**config.mk**
```make
export PLATFORM = sky130hd
export DESIGN_NAME = cam_link_seq_flat
export DESIGN_NICKNAME = d
export VERILOG_FILES = /design/src/rtl/cam_link_if.sv /design/src/rtl/cam_link_seq.sv /design/src/flat_wrapper.sv
export SDC_FILE = /design/constraint.sdc
export NUM_CORES = 1
export LEC_CHECK = 0
export CORE_ASPECT_RATIO = 0.6
export CORE_UTILIZATION = 57
export CTS_CLUSTER_SIZE = 16
export DETAILED_ROUTE_END_ITERATION = 7
export PLACE_DENSITY = 0.8
export SLEW_MARGIN = 5
export SYNTH_ARGS = -nofsm -noshare
export SYNTH_HDL_FRONTEND = slang
export SYNTH_SLANG_ARGS = --single-unit
```
**constraint.sdc**
```tcl
create_clock -name clk -period 4.55 [get_ports clk]
set_input_delay 0.91 -clock clk [delete_from_list [all_inputs] [get_ports clk]]
set_output_delay 0.91 -clock clk [all_outputs]
set_load 0.005 [all_outputs]
```
**src/rtl/cam_link_if.sv**
```systemverilog
// Camera-link sequencer handshake bundle.
//   master : supervisor side driving enable, loader status and the CSI frame level
//   slave  : cam_link_seq, returning sensor/loader/receiver controls and status
//   enable       level, 1 = bring up link
//   cfg_done     1-cycle pulse, I2C loader finished
//   cfg_err      1-cycle pulse, I2C NACK/abort
//   csi_in_frame asynchronous frame-active level (csi_byte_clk domain)
//   cam_en, i2c_areset_n, cfg_start, csi_reset, video_ok, fault : control/status
//   state[2:0], retry_cnt[1:0], frame_cnt[15:0]                  : observability
interface cam_link_if;
  logic        enable;
  logic        cfg_done;
  logic        cfg_err;
  logic        csi_in_frame;
  logic        cam_en;
  logic        i2c_areset_n;
  logic        cfg_start;
  logic        csi_reset;
  logic        video_ok;
  logic        fault;
  logic [2:0]  state;
  logic [1:0]  retry_cnt;
  logic [15:0] frame_cnt;

  modport master (
    output enable, cfg_done, cfg_err, csi_in_frame,
    input  cam_en, i2c_areset_n, cfg_start, csi_reset, video_ok, fault,
           state, retry_cnt, frame_cnt
  );

  modport slave (
    input  enable, cfg_done, cfg_err, csi_in_frame,
    output cam_en, i2c_areset_n, cfg_start, csi_reset, video_ok, fault,
           state, retry_cnt, frame_cnt
  );
endinterface

```
**src/rtl/cam_link_seq.sv**
```systemverilog
// Camera-link bring-up and supervision sequencer (clk_100 domain).
// Powers the sensor, releases/triggers the I2C loader, holds the CSI receiver
// in reset until configuration completes, then supervises frame starts and
// power-cycles the sensor with bounded retries on config failure or stall.
// Ports:
//   clk      system clock
//   reset_n  synchronous reset, active low
//   lnk      cam_link_if.slave bundle (inputs: enable, cfg_done, cfg_err,
//            csi_in_frame; outputs: enables/resets, status, counters)
// All outputs are registered and decoded from the next state, so they change
// on the same edge as state.
module cam_link_seq #(
  parameter int TICK_CYCLES = 100000,
  parameter int PWR_MS      = 20,
  parameter int CFG_MS      = 200,
  parameter int FRAME_MS    = 500,
  parameter int STALL_MS    = 200,
  parameter int OFF_MS      = 50,
  parameter int MAX_RETRY   = 3
) (
  input  logic     clk,
  input  logic     reset_n,
  cam_link_if.slave lnk
);

  localparam int PSC_W = (TICK_CYCLES > 1) ? $clog2(TICK_CYCLES) : 1;

  typedef enum logic [2:0] {
    S_OFF      = 3'd0,
    S_PWR      = 3'd1,
    S_CFG      = 3'd2,
    S_WAIT_FRM = 3'd3,
    S_STREAM   = 3'd4,
    S_RECOVER  = 3'd5,
    S_FAULT    = 3'd6
  } state_e;

  state_e             state_q, state_d;
  logic [PSC_W-1:0]   psc_q, psc_d;
  logic [15:0]        ms_q, ms_d;
  logic [1:0]         retry_q, retry_d;
  logic [15:0]        frame_q, frame_d;
  logic [1:0]         sync_q, sync_d;
  logic               prev_q, prev_d;
  logic               fstart_q, fstart_d;
  logic               cam_en_q, cam_en_d;
  logic               i2c_q, i2c_d;
  logic               cfg_start_q, cfg_start_d;
  logic               csi_reset_q, csi_reset_d;
  logic               video_ok_q, video_ok_d;
  logic               fault_q, fault_d;

  logic               tick;
  logic [15:0]        ms_nxt;
  logic               fail;
  logic               restart;

  always_comb begin
    tick    = (psc_q == PSC_W'(TICK_CYCLES - 1));
    // Compare against the value ms_cnt takes after this edge so that an
    // N-ms wait leaves the state exactly N*TICK_CYCLES cycles after entry.
    ms_nxt  = ms_q + {15'd0, tick};
    state_d = state_q;
    retry_d = retry_q;
    frame_d = frame_q;
    fail    = 1'b0;
    restart = 1'b0;

    // Synchronizer plus registered rising-edge detector on the frame level.
    sync_d   = {sync_q[0], lnk.csi_in_frame};
    prev_d   = sync_q[1];
    fstart_d = sync_q[1] & ~prev_q;

    unique case (state_q)
      S_OFF:      if (lnk.enable) state_d = S_PWR;
      S_PWR:      if (ms_nxt == 16'(PWR_MS)) state_d = S_CFG;
      S_CFG: begin
        if (lnk.cfg_done) state_d = S_WAIT_FRM;
        else if (lnk.cfg_err || ms_nxt == 16'(CFG_MS)) fail = 1'b1;
      end
      S_WAIT_FRM: begin
        if (fstart_q) state_d = S_STREAM;
        else if (ms_nxt == 16'(FRAME_MS)) fail = 1'b1;
      end
      S_STREAM: begin
        if (fstart_q) begin
          frame_d = frame_q + 16'd1;
          restart = 1'b1;
        end else if (ms_nxt == 16'(STALL_MS)) fail = 1'b1;
      end
      S_RECOVER:  if (ms_nxt == 16'(OFF_MS)) state_d = S_PWR;
      S_FAULT:    state_d = S_FAULT;
      default:    state_d = S_OFF;
    endcase

    if (fail) begin
      if (retry_q == 2'(MAX_RETRY)) state_d = S_FAULT;
      else begin
        state_d = S_RECOVER;
        retry_d = retry_q + 2'd1;
      end
    end

    if (!lnk.enable) state_d = S_OFF;

    if (state_d == S_STREAM && state_q != S_STREAM) retry_d = '0;
    if (state_d == S_OFF) begin
      retry_d = '0;
      frame_d = '0;
    end

    // Timebase restarts on every state change and on each streaming frame.
    if (state_d != state_q || restart) begin
      psc_d = '0;
      ms_d  = '0;
    end else begin
      psc_d = tick ? '0 : psc_q + PSC_W'(1);
      ms_d  = ms_nxt;
    end

    cam_en_d    = (state_d == S_PWR) || (state_d == S_CFG) ||
                  (state_d == S_WAIT_FRM) || (state_d == S_STREAM);
    i2c_d       = (state_d == S_CFG) || (state_d == S_WAIT_FRM) ||
                  (state_d == S_STREAM);
    csi_reset_d = !((state_d == S_WAIT_FRM) || (state_d == S_STREAM));
    video_ok_d  = (state_d == S_STREAM);
    fault_d     = (state_d == S_FAULT);
    cfg_start_d = (state_d == S_CFG) && (state_q != S_CFG);
  end

  always_ff @(posedge clk) begin
    if (!reset_n) begin
      state_q     <= S_OFF;
      psc_q       <= '0;
      ms_q        <= '0;
      retry_q     <= '0;
      frame_q     <= '0;
      sync_q      <= '0;
      prev_q      <= 1'b0;
      fstart_q    <= 1'b0;
      cam_en_q    <= 1'b0;
      i2c_q       <= 1'b0;
      cfg_start_q <= 1'b0;
      csi_reset_q <= 1'b1;
      video_ok_q  <= 1'b0;
      fault_q     <= 1'b0;
    end else begin
      state_q     <= state_d;
      psc_q       <= psc_d;
      ms_q        <= ms_d;
      retry_q     <= retry_d;
      frame_q     <= frame_d;
      sync_q      <= sync_d;
      prev_q      <= prev_d;
      fstart_q    <= fstart_d;
      cam_en_q    <= cam_en_d;
      i2c_q       <= i2c_d;
      cfg_start_q <= cfg_start_d;
      csi_reset_q <= csi_reset_d;
      video_ok_q  <= video_ok_d;
      fault_q     <= fault_d;
    end
  end

  assign lnk.state        = state_q;
  assign lnk.cam_en       = cam_en_q;
  assign lnk.i2c_areset_n = i2c_q;
  assign lnk.cfg_start    = cfg_start_q;
  assign lnk.csi_reset    = csi_reset_q;
  assign lnk.video_ok     = video_ok_q;
  assign lnk.fault        = fault_q;
  assign lnk.retry_cnt    = retry_q;
  assign lnk.frame_cnt    = frame_q;

endmodule
```
**src/flat_wrapper.sv**
```systemverilog
// flat-port wrapper written by rule: the top's interface ports become plain ports
module cam_link_seq_flat 
#(
  parameter int TICK_CYCLES = 100000,
  parameter int PWR_MS      = 20,
  parameter int CFG_MS      = 200,
  parameter int FRAME_MS    = 500,
  parameter int STALL_MS    = 200,
  parameter int OFF_MS      = 50,
  parameter int MAX_RETRY   = 3
)
  (clk, reset_n, lnk_enable, lnk_cfg_done, lnk_cfg_err, lnk_csi_in_frame, lnk_cam_en, lnk_i2c_areset_n, lnk_cfg_start, lnk_csi_reset, lnk_video_ok, lnk_fault, lnk_state, lnk_retry_cnt, lnk_frame_cnt);
  cam_link_if lnk_i ();
  input  logic clk;
  input  logic reset_n;
  input wire logic [$bits(lnk_i.enable)-1:0] lnk_enable;
  input wire logic [$bits(lnk_i.cfg_done)-1:0] lnk_cfg_done;
  input wire logic [$bits(lnk_i.cfg_err)-1:0] lnk_cfg_err;
  input wire logic [$bits(lnk_i.csi_in_frame)-1:0] lnk_csi_in_frame;
  output wire logic [$bits(lnk_i.cam_en)-1:0] lnk_cam_en;
  output wire logic [$bits(lnk_i.i2c_areset_n)-1:0] lnk_i2c_areset_n;
  output wire logic [$bits(lnk_i.cfg_start)-1:0] lnk_cfg_start;
  output wire logic [$bits(lnk_i.csi_reset)-1:0] lnk_csi_reset;
  output wire logic [$bits(lnk_i.video_ok)-1:0] lnk_video_ok;
  output wire logic [$bits(lnk_i.fault)-1:0] lnk_fault;
  output wire logic [$bits(lnk_i.state)-1:0] lnk_state;
  output wire logic [$bits(lnk_i.retry_cnt)-1:0] lnk_retry_cnt;
  output wire logic [$bits(lnk_i.frame_cnt)-1:0] lnk_frame_cnt;
  assign lnk_i.enable = lnk_enable;
  assign lnk_i.cfg_done = lnk_cfg_done;
  assign lnk_i.cfg_err = lnk_cfg_err;
  assign lnk_i.csi_in_frame = lnk_csi_in_frame;
  assign lnk_cam_en = lnk_i.cam_en;
  assign lnk_i2c_areset_n = lnk_i.i2c_areset_n;
  assign lnk_cfg_start = lnk_i.cfg_start;
  assign lnk_csi_reset = lnk_i.csi_reset;
  assign lnk_video_ok = lnk_i.video_ok;
  assign lnk_fault = lnk_i.fault;
  assign lnk_state = lnk_i.state;
  assign lnk_retry_cnt = lnk_i.retry_cnt;
  assign lnk_frame_cnt = lnk_i.frame_cnt;
  cam_link_seq #(.TICK_CYCLES(TICK_CYCLES), .PWR_MS(PWR_MS), .CFG_MS(CFG_MS), .FRAME_MS(FRAME_MS), .STALL_MS(STALL_MS), .OFF_MS(OFF_MS), .MAX_RETRY(MAX_RETRY)) u_core (.clk(clk), .reset_n(reset_n), .lnk(lnk_i));
endmodule
```
==> flow_metrics.env, run 1 <==
export IMPL_worstSetupStartpointType="flip-flop"
export IMPL_dr_first_iter_drc_count=176
export IMPL_diodes=0
export IMPL_p_total_mw=1.158
export IMPL_post_drt_wl_per_cell_um=15.52
export IMPL_rsz0062_at_grt="false"
export IMPL_first_pass_iters=4
export IMPL_finalSetupViolCount=0
export IMPL_path_max_fanout=26
export IMPL_syn_inst=381
export IMPL_cts_tree="done"
export IMPL_synth_cell_types=52
export IMPL_finalHoldViolations=0
export IMPL_hp_class="flip-flop to flip-flop"
export IMPL_syn_to_final_growth_pct=18.21
export IMPL_rr_endpoint="u_core.ms_q[10]"
export IMPL_p_comb_frac=0.030
export IMPL_maxSlewViolCount=0
export IMPL_synth_edff_count=0
export IMPL_met1_usage=0.4125
export IMPL_postCtsHoldBufs=0
export IMPL_crit_type="flip-flop to flip-flop"
export IMPL_hold_end="u_core.fstart_q"
export IMPL_timing_rr_start="u_core.psc_q[0]"
export IMPL_slew_headroom=0.5555
export IMPL_irDropWorstVdd_mv=0.2110
export IMPL_final_area_sq_um=3899
export IMPL_p_int_uw=917.8
export IMPL_port_buffers=32
export IMPL_tns_ps=0
export IMPL_crit_arrival_ps=4460
export IMPL_synth_most_common_cell="dfxtp_1"
export IMPL_powerDensity_nw_per_um2=297.0
export IMPL_die_w_um=100.2
export IMPL_hold_path_cell_count=1
export IMPL_ys_seq_area_frac=0.3885
export IMPL_yosysTopAreaCellShare=0.3885
export IMPL_die_area_sq_um=6104
export IMPL_clock_latency_ps=340
export IMPL_start_util=0.5921
export IMPL_clk_pin_slew_ps=70
export IMPL_r2r_cells=15
export IMPL_finalWeightedCongestion=0.9029
export IMPL_cp_common_cell="ha_1"
export IMPL_yosys_area_top_type="dfxtp_1"
export IMPL_drcViolationCount=0
export IMPL_pwr_share_seq=0.490
export IMPL_finalNetCount=420
export IMPL_p_switching_uw=240.1
export IMPL_cts_buffers=9
export IMPL_critPathRequiredTime_ps=4760
export IMPL_crit_slowest_cell="a2111o_1"
export IMPL_multi_input_area_sq_um=1897
export IMPL_path_cells="ha_1 -> nand3_1 -> nor2_1 -> nand4_1 -> clkinv_1 -> ha_1 -> ha_1 -> nand3_2 -> nor3_4 -> nand4_1 -> a2111o_1 -> o31a_1 -> o31ai_1 -> and2_4 -> nor3_1"
export IMPL_clock_sinks=64
export IMPL_fin_util=0.6999
export IMPL_pwr_share_clk=0.481
export IMPL_grt_busiest_layer="met1"
export IMPL_synth_nets=392
export IMPL_fmax_mhz=235.5
export IMPL_synth_avg_cell_area_sq_um=8.657
export IMPL_wirelength_mm=7.665
export IMPL_dr_total_vias=2912
export IMPL_status="finished clean"
export IMPL_place_hpwl_mm=5.600
export IMPL_r2r_setup_slack_ps=300
export IMPL_cts_root_buf="clkbuf_8"
export IMPL_grt_max_degree=27
export IMPL_finalCritPeriodShare=0.9333
export IMPL_die_h_um=60.92
export IMPL_worst_setup_path_end_kind="flip-flop"
export IMPL_antenna_found_initial=0
export IMPL_place_area_sq_um=3656
export IMPL_swShare=0.2074
export IMPL_syn_area_sq_um=3298
export IMPL_grtUsageMet2=0.3386
export IMPL_synth_area_leaders="dfxtp_1 (39%), xor2_1 (6.9%), xnor2_1 (5.0%)"
export IMPL_async_flop_share=0
export IMPL_overflow=0
export IMPL_critical_path_max_stage_delay_ps=560
export IMPL_tightest_slew_ps=666.7
export IMPL_synth_common_cells="dfxtp_1 (64), nor2_1 (35), nor3_1 (31)"
export IMPL_leakage_nw=1.342
export IMPL_ys_flop_type="dfxtp_1"
export IMPL_h_tree_depth=3
export IMPL_finalClockSkew_ps=10.20
export IMPL_grt_pass1_wl_mm=12.23
export IMPL_coreArea_sq_um=5570
export IMPL_cts_resized=0
export IMPL_ant_nets=0
export IMPL_post_cts_buffers=0
export IMPL_clockBufferDepth=2
export IMPL_register_area_sq_um=1281
export IMPL_min_from="u_core.prev_q"
export IMPL_synth_warnings=0
export IMPL_ys_ff_latch=64
export IMPL_ioPinCount=33
export IMPL_period_minus_slack_ps=4246
export IMPL_rows=21
export IMPL_nFillCells=461
export IMPL_track_usage=0.2665
export IMPL_vias_per_cell=5.895
export IMPL_drive_gt1_frac=0.07488
export IMPL_use_met3=0.08641
export IMPL_grt_pass1_vias=2402
export IMPL_maxCapViolCount=0
## how the worst max path moves through the flow
stage	startpoint	to	slack, ps	cells past startpoint
CTS	u_core.psc_q[0]	u_core.ms_q[10]	260	15
finish	u_core.psc_q[0]	u_core.ms_q[10]	300	15
global placement	u_core.psc_q[0]	u_core.lnk.cfg_start	560	15
detailed placement	u_core.psc_q[0]	u_core.ms_q[10]	300	15
floorplan	u_core.psc_q[0]	u_core.psc_q[10]	500	17
global route	u_core.psc_q[0]	u_core.psc_q[6]	1	16
## metal layers
metal,up-vias,wire [um]
li1,1418,-
met1,1352,3936
met2,131,2874
met3,11,763
met4,0,91
met5,-,0
## power by group through the flow
stage	registers [mW]	logic, mW	clock network (mW)
finish	0.567	0.0345	0.557
floorplan	0.578	0.0208	0
detailed placement	0.579	0.0339	0
global route	0.567	0.0378	0.590
global placement	0.579	0.0338	0
CTS	0.567	0.0342	0.565
## cell families (layout without fill, tap and decap cells)
family,after synthesis,in the layout,share of synthesized area
and+or+nand+nor,194,194,0.3202
buffers and inverters,26,59,0.03983
adders and majority gates,5,5,0.01897
xor gates and xnor gates,45,45,0.1195
AOI/OAI and AO/OA,45,45,0.1070
DFF,64,64,0.3885
muxes,2,2,0.006070
## worst max-delay path, delay by kind of cell, from the launching register on
kind            cells  cell delay, ps
simple gates        8            1630
compound gates      3            1300
fa+ha+maj           3             700
flops               1             390
buf+inv             1              90
## state kept, by name (all words and copies together), names as in the netlist
name,count
u_core.psc_q,17
u_core.lnk.frame_cnt,16
u_core.ms_q,16
u_core.lnk.state,3
u_core.lnk.retry_cnt,2
u_core.sync_q,2
u_core.fstart_q,1
u_core.lnk.cam_en,1
u_core.lnk.cfg_start,1
u_core.lnk.csi_reset,1
u_core.lnk.fault,1
u_core.lnk.i2c_areset_n,1
u_core.lnk.video_ok,1
u_core.prev_q,1
## through the flow
| stage | hold slack, ps | std cells | setup WS, ps |
|---|---|---|---|
| 3_3_place_gp | 373.0 | 478 | 559.5 |
| 5_1_grt | 414.5 | 494 | 1.023 |
| 3_5_place_dp | 386.4 | 478 | 304.9 |
| 4_1_cts | 396.0 | 494 | 263.3 |
| 2_1_floorplan | 367.4 | 381 | 495.5 |
| 6_report | 393.0 | 494 | 303.7 |
## cell type report
class                           count  share of cell area
Multi-Input combinational cell    291              0.4865
Sequential cell                    64              0.3286
Timing Repair Buffer               36             0.09307
Clock buffer                       12             0.03979
Tap cell                           80             0.02567
Clock inverter                      4             0.01958
Inverter                            7            0.006739
## cells in the final DEF, fill, tap and decap left out, drive strengths merged, types with 7 or more instances in the layout
cell type / count
and3: 7
clkdlybuf4s50: 32
nand4: 12
clkbuf: 12
nand3: 24
o21ai: 10
dfxtp: 64
nand2: 30
and2: 17
nor4: 14
nor2: 35
xor2: 26
nor3: 32
xnor2: 19
No activity file was read; power rests on OpenSTA's default activity.
==> inputs of run 2 (changes only) <==
CORE_UTILIZATION = 50   (was 57)
PLACE_DENSITY = 0.71   (was 0.8)
==> run 2 against run 1 <==
Via count decreased by 1.0%. Combinational power shrank 5.8%. Fmax down 0.71%. Clock skew grew 2.8 ps. Critical path type unchanged. Critical endpoint is now u_core.ms_q[9]. Largest cell class unchanged.
==> flow_metrics.env, run 2 (synthesis results as in run 1) <==
export IMPL_clk_pin_slew_ps=60
export IMPL_m1WireLength_mm=4.010
export IMPL_overflow=0
export IMPL_nFillCells=568
export IMPL_wl_met2_mm=2.916
export IMPL_r2r_setup_slack_ps=270
export IMPL_place_hpwl_mm=5.401
export IMPL_cts_buffers=9
export IMPL_layout_common_cells="dfxtp_1 (64), nor2_1 (35), clkdlybuf4s50_1 (32)"
export IMPL_clockBufferDepth=2
export IMPL_critPathRequiredTime_ps=4840
export IMPL_hp_class="flip-flop to flip-flop"
export IMPL_first_pass_iters=4
export IMPL_fmax_mhz=233.8
export IMPL_h_tree_depth=3
export IMPL_finalHoldViolations=0
export IMPL_tns_ps=0
export IMPL_port_buffers=32
export IMPL_maxCapViolCount=0
export IMPL_postCtsHoldBufs=0
export IMPL_irDropWorstVdd_mv=0.1706
export IMPL_drive_gt1_frac=0.07039
export IMPL_finalCritPeriodShare=0.9400
export IMPL_post_cts_buffers=0
export IMPL_grt_pass1_wl_mm=12.82
export IMPL_cts_resized=0
export IMPL_finalClockSkew_ps=12.99
export IMPL_post_drt_wl_per_cell_um=15.26
export IMPL_tightest_slew_ps=619.0
export IMPL_maxSlewViolCount=0
export IMPL_die_h_um=64.91
export IMPL_grt_pass1_vias=2559
export IMPL_period_minus_slack_ps=4277
export IMPL_cts_root_buf="clkbuf_8"
export IMPL_path_max_fanout=7
export IMPL_wl_met3_um=530
export IMPL_die_w_um=106.9
export IMPL_worstSetupStartpointType="flip-flop"
export IMPL_fin_ws_ps=273.2
export IMPL_finalNetCount=419
export IMPL_powerDensity_nw_per_um2=269.7
export IMPL_final_common_cell="dfxtp_1"
export IMPL_start_util=0.5278
export IMPL_syn_to_final_growth_pct=16.08
export IMPL_crit_type="flip-flop to flip-flop"
export IMPL_vias_per_cell=5.810
export IMPL_clock_latency_ps=350
export IMPL_worst_setup_path_end_kind="flip-flop"
export IMPL_clock_sinks=64
export IMPL_dp_slack_ps=227.9
export IMPL_path_cells="ha_1 -> nand3_1 -> nor2_1 -> nand4_1 -> clkinv_1 -> ha_1 -> ha_1 -> nand3_1 -> nor3_4 -> nand4_1 -> a2111o_1 -> o31a_1 -> o32a_1 -> a211oi_2 -> and2_1"
export IMPL_largest_reg_flops=17
export IMPL_regMostFlops="u_core.psc_q"
export IMPL_leakage_nw=1.309
export IMPL_coreArea_sq_um=6248
export IMPL_cts_tree="done"
export IMPL_crit_arrival_ps=4570
export IMPL_finalSetupViolCount=0
export IMPL_whs_ps=404.6
export IMPL_rsz0062_at_grt="false"
export IMPL_wirelength_mm=7.571
export IMPL_antenna_found_initial=0
export IMPL_rows=22
export IMPL_ioPinCount=33
export IMPL_die_area_sq_um=6936
export IMPL_track_usage=0.2402
export IMPL_ant_nets=0
export IMPL_diodes=0
export IMPL_status="finished clean"
export IMPL_dr_total_vias=2882
export IMPL_dr_first_iter_drc_count=178
export IMPL_critical_path_max_stage_delay_ps=540
export IMPL_slew_headroom=0.5842
export IMPL_cp_common_cell="ha_1"
export IMPL_finalWeightedCongestion=0.8870
export IMPL_crit_slowest_cell="a2111o_1"
export IMPL_top_layer="met4"
export IMPL_drcViolationCount=0
export IMPL_grt_max_degree=27
==> run 2: changes by cell type in the layout (fill, tap and decap cells not counted), sizes merged <==
| cell | before | now |
|---|---|---|
| buf | 4 | 3 |
| bufinv | 2 | 0 |
| clkinv | 2 | 3 |
==> run 2: through the flow <==
| step | power (mW) | util | instance area (sq um) | std cells |
|---|---|---|---|---|
| final | 1.033 | 0.6127 | 3829 | 496 |
| after CTS | 1.042 | 0.6103 | 3814 | 496 |
| after detailed placement | 0.6106 | 0.5827 | 3641 | 481 |
| after global placement | 0.6104 | 0.5827 | 3641 | 481 |
| after floorplan | 0.5987 | - | 3298 | 381 |
| after global routing | 1.076 | 0.6127 | 3829 | 496 |
==> run 2: power breakdown <==
group / total [mW] / leakage, nW / internal, mW / switching (mW)
Sequential: 0.567 / 0.517 / 0.564 / 0.00354
Combinational: 0.0325 / 0.704 / 0.0130 / 0.0195
Clock: 0.433 / 0.0882 / 0.222 / 0.211
==> run 2: routing by layer <==
layer | vias up | global-route usage
met5 | - | 0
met4 | 0 | 0.07021
met3 | 12 | 0.07646
met2 | 106 | 0.3169
met1 | 1347 | 0.3622
li1 | 1417 | -
==> run 2: final timing paths <==
kind / from / end / depth (start not counted)
min reg2reg: u_core.prev_q / u_core.fstart_q / 1
max: u_core.psc_q[0] / u_core.ms_q[9] / 15
min: u_core.prev_q / u_core.fstart_q / 1
max reg2reg: u_core.psc_q[0] / u_core.ms_q[9] / 15
==> run 2: critical path: cells and delay by family (launching register included) <==
family	cells	cell delay [ps]
compound gates	4	1710
fa+ha+maj	3	680
buf+inv	1	90
flops	1	390
simple gates	7	1330
==> run 2: final cells by class <==
type | count | area (sq um) | share of cell area
clock buffer | 12 | 155.1 | 0.04052
clock inverter | 3 | 17.52 | 0.004575
inverter | 7 | 26.28 | 0.006863
multi-input combinational | 291 | 1901 | 0.4964
sequential | 64 | 1281 | 0.3346
tap | 84 | 105.1 | 0.02745
timing repair buffer | 35 | 342.8 | 0.08954
==> inputs of run 3 (changes only) <==
CORE_ASPECT_RATIO = 2   (was 0.6)
==> run 3 against run 2 <==
Setup slack better by 76 ps. Global-route usage up 1.5 points. Clock power up 79%. Via count up 3.2%. Final cell count up 1.8%. Critical path type unchanged. Largest cell class unchanged.
==> flow_metrics.env, run 3 (synthesis results as in run 1) <==
export IMPL_tns_ps=0
export IMPL_grt_pass1_vias=2821
export IMPL_final_common_cell="dfxtp_1"
export IMPL_die_w_um=59.43
export IMPL_cts_buffers=9
export IMPL_worstSetupStartpointType="flip-flop"
export IMPL_rr_endpoint="u_core.psc_q[16]"
export IMPL_grt_max_degree=27
export IMPL_vias_per_cell=5.887
export IMPL_syn_to_final_growth_pct=23.25
export IMPL_leakage_nw=1.397
export IMPL_h_tree_depth=3
export IMPL_drcViolationCount=0
export IMPL_post_drt_wl_per_cell_um=16.47
export IMPL_fmax_mhz=238.1
export IMPL_postCtsHoldBufs=0
export IMPL_finalHoldViolations=0
export IMPL_cts_root_buf="clkbuf_16"
export IMPL_finalWeightedCongestion=0.8937
export IMPL_tightest_slew_ps=600.0
export IMPL_nFillCells=562
export IMPL_maxCapViolCount=0
export IMPL_r2r_cells=16
export IMPL_clk_pin_slew_ps=50
export IMPL_layout_common_cells="dfxtp_1 (64), nor2_1 (34), clkdlybuf4s50_1 (32)"
export IMPL_slew_headroom=0.5969
export IMPL_regMostFlops="u_core.psc_q"
export IMPL_maxSlewViolCount=0
export IMPL_place_hpwl_mm=5.478
export IMPL_hp_class="flip-flop to flip-flop"
export IMPL_r2r_setup_slack_ps=350
export IMPL_path_cells="ha_1 -> nand3_1 -> nor2_2 -> nand4_1 -> clkinv_1 -> ha_2 -> ha_1 -> buf_4 -> xnor2_1 -> or3_1 -> nor4_1 -> nand4_1 -> a2111oi_4 -> o32a_1 -> and2_2 -> nor4_1"
export IMPL_critPathRequiredTime_ps=4770
export IMPL_finalSetupViolCount=0
export IMPL_die_area_sq_um=6945
export IMPL_coreArea_sq_um=6361
export IMPL_dr_first_iter_drc_count=162
export IMPL_ioPinCount=33
export IMPL_overflow=0
export IMPL_die_h_um=116.9
export IMPL_finalClockSkew_ps=5.053
export IMPL_port_buffers=32
export IMPL_track_usage=0.2548
export IMPL_ant_nets=0
export IMPL_cts_tree="done"
export IMPL_finalNetCount=425
export IMPL_dr_total_vias=2973
export IMPL_hold_path_cell_count=1
export IMPL_status="finished clean"
export IMPL_irDropWorstVdd_mv=0.2930
export IMPL_min_from="u_core.prev_q"
export IMPL_clock_sinks=64
export IMPL_hold_end="u_core.fstart_q"
export IMPL_crit_type="flip-flop to flip-flop"
export IMPL_timing_rr_start="u_core.psc_q[0]"
export IMPL_powerDensity_nw_per_um2=338.9
export IMPL_rows=41
export IMPL_wirelength_mm=8.317
export IMPL_diodes=0
export IMPL_crit_slowest_cell="a2111oi_4"
export IMPL_whs_ps=385.8
export IMPL_path_max_fanout=11
export IMPL_period_minus_slack_ps=4201
export IMPL_crit_arrival_ps=4420
export IMPL_grt_pass1_wl_mm=13.15
export IMPL_start_util=0.5185
export IMPL_clockBufferDepth=2
export IMPL_finalCritPeriodShare=0.9232
export IMPL_antenna_found_initial=0
export IMPL_largest_reg_flops=17
export IMPL_clock_latency_ps=340
export IMPL_first_pass_iters=5
export IMPL_drive_gt1_frac=0.09547
export IMPL_critical_path_max_stage_delay_ps=560
export IMPL_worst_setup_path_end_kind="flip-flop"
## run 3: power by group
group / internal, mW / total [mW] / leakage [nW] / switching, mW
logic: 0.0142 / 0.0356 / 0.719 / 0.0214
registers: 0.564 / 0.568 / 0.517 / 0.00356
clock network: 0.524 / 0.774 / 0.161 / 0.251
## run 3: layout make-up
type | instances | area [sq um] | share of cell area
clock inverters | 4 | 75.07 | 0.01847
clock buffers | 12 | 266.5 | 0.06556
inverters | 7 | 26.28 | 0.006464
multi-input cells | 295 | 1951 | 0.4798
flip-flops and latches | 64 | 1281 | 0.3152
well taps | 86 | 107.6 | 0.02647
repair buffers | 37 | 357.8 | 0.08803
## run 3: per-layer routing
| layer | part of all wire | global-route usage |
|---|---|---|
| met5 | 0 | 0 |
| met4 | 0.056 | 0.1762 |
| met3 | 0.045 | 0.07253 |
| met2 | 0.53 | 0.4412 |
| met1 | 0.37 | 0.2539 |
## run 3: stage by stage
stage	area [sq um]	instances	total power, mW	worst slack, ps	util
CTS	3985	499	1.382	268.5	0.6265
global placement	3643	483	0.6107	442.1	0.5728
finish	4065	505	1.378	349.4	0.6391
floorplan	3298	381	0.5987	495.5	-
detailed placement	3643	483	0.6111	340.2	0.5728
global route	4065	505	1.417	-23.53	0.6391
## run 3: critical path: cells and delay by family (launching register included)
kind | cells | cell delay, ps
fa+ha+maj | 3 | 660
flops | 1 | 390
compound gates | 2 | 940
simple gates | 8 | 1680
buf+inv | 2 | 290
xor+xnor | 1 | 110
## run 3: timing repair
item | in CTS | in global routing
setup endpoints to repair | 0 | 50
setup buffers | 0 | 2
resized for setup | 0 | 10
## run 3: how the worst max path moves through the flow
stage                    startpoint               end  slack (ps)  cells after the start
floorplan           u_core.psc_q[0]  u_core.psc_q[10]         500                     17
global placement    u_core.psc_q[0]    u_core.ms_q[9]         440                     15
detailed placement  u_core.psc_q[0]   u_core.psc_q[6]         340                     15
CTS                 u_core.psc_q[0]  u_core.psc_q[16]         270                     15
global route        u_core.psc_q[0]   u_core.psc_q[9]         -20                     16
finish              u_core.psc_q[0]  u_core.psc_q[16]         350                     16
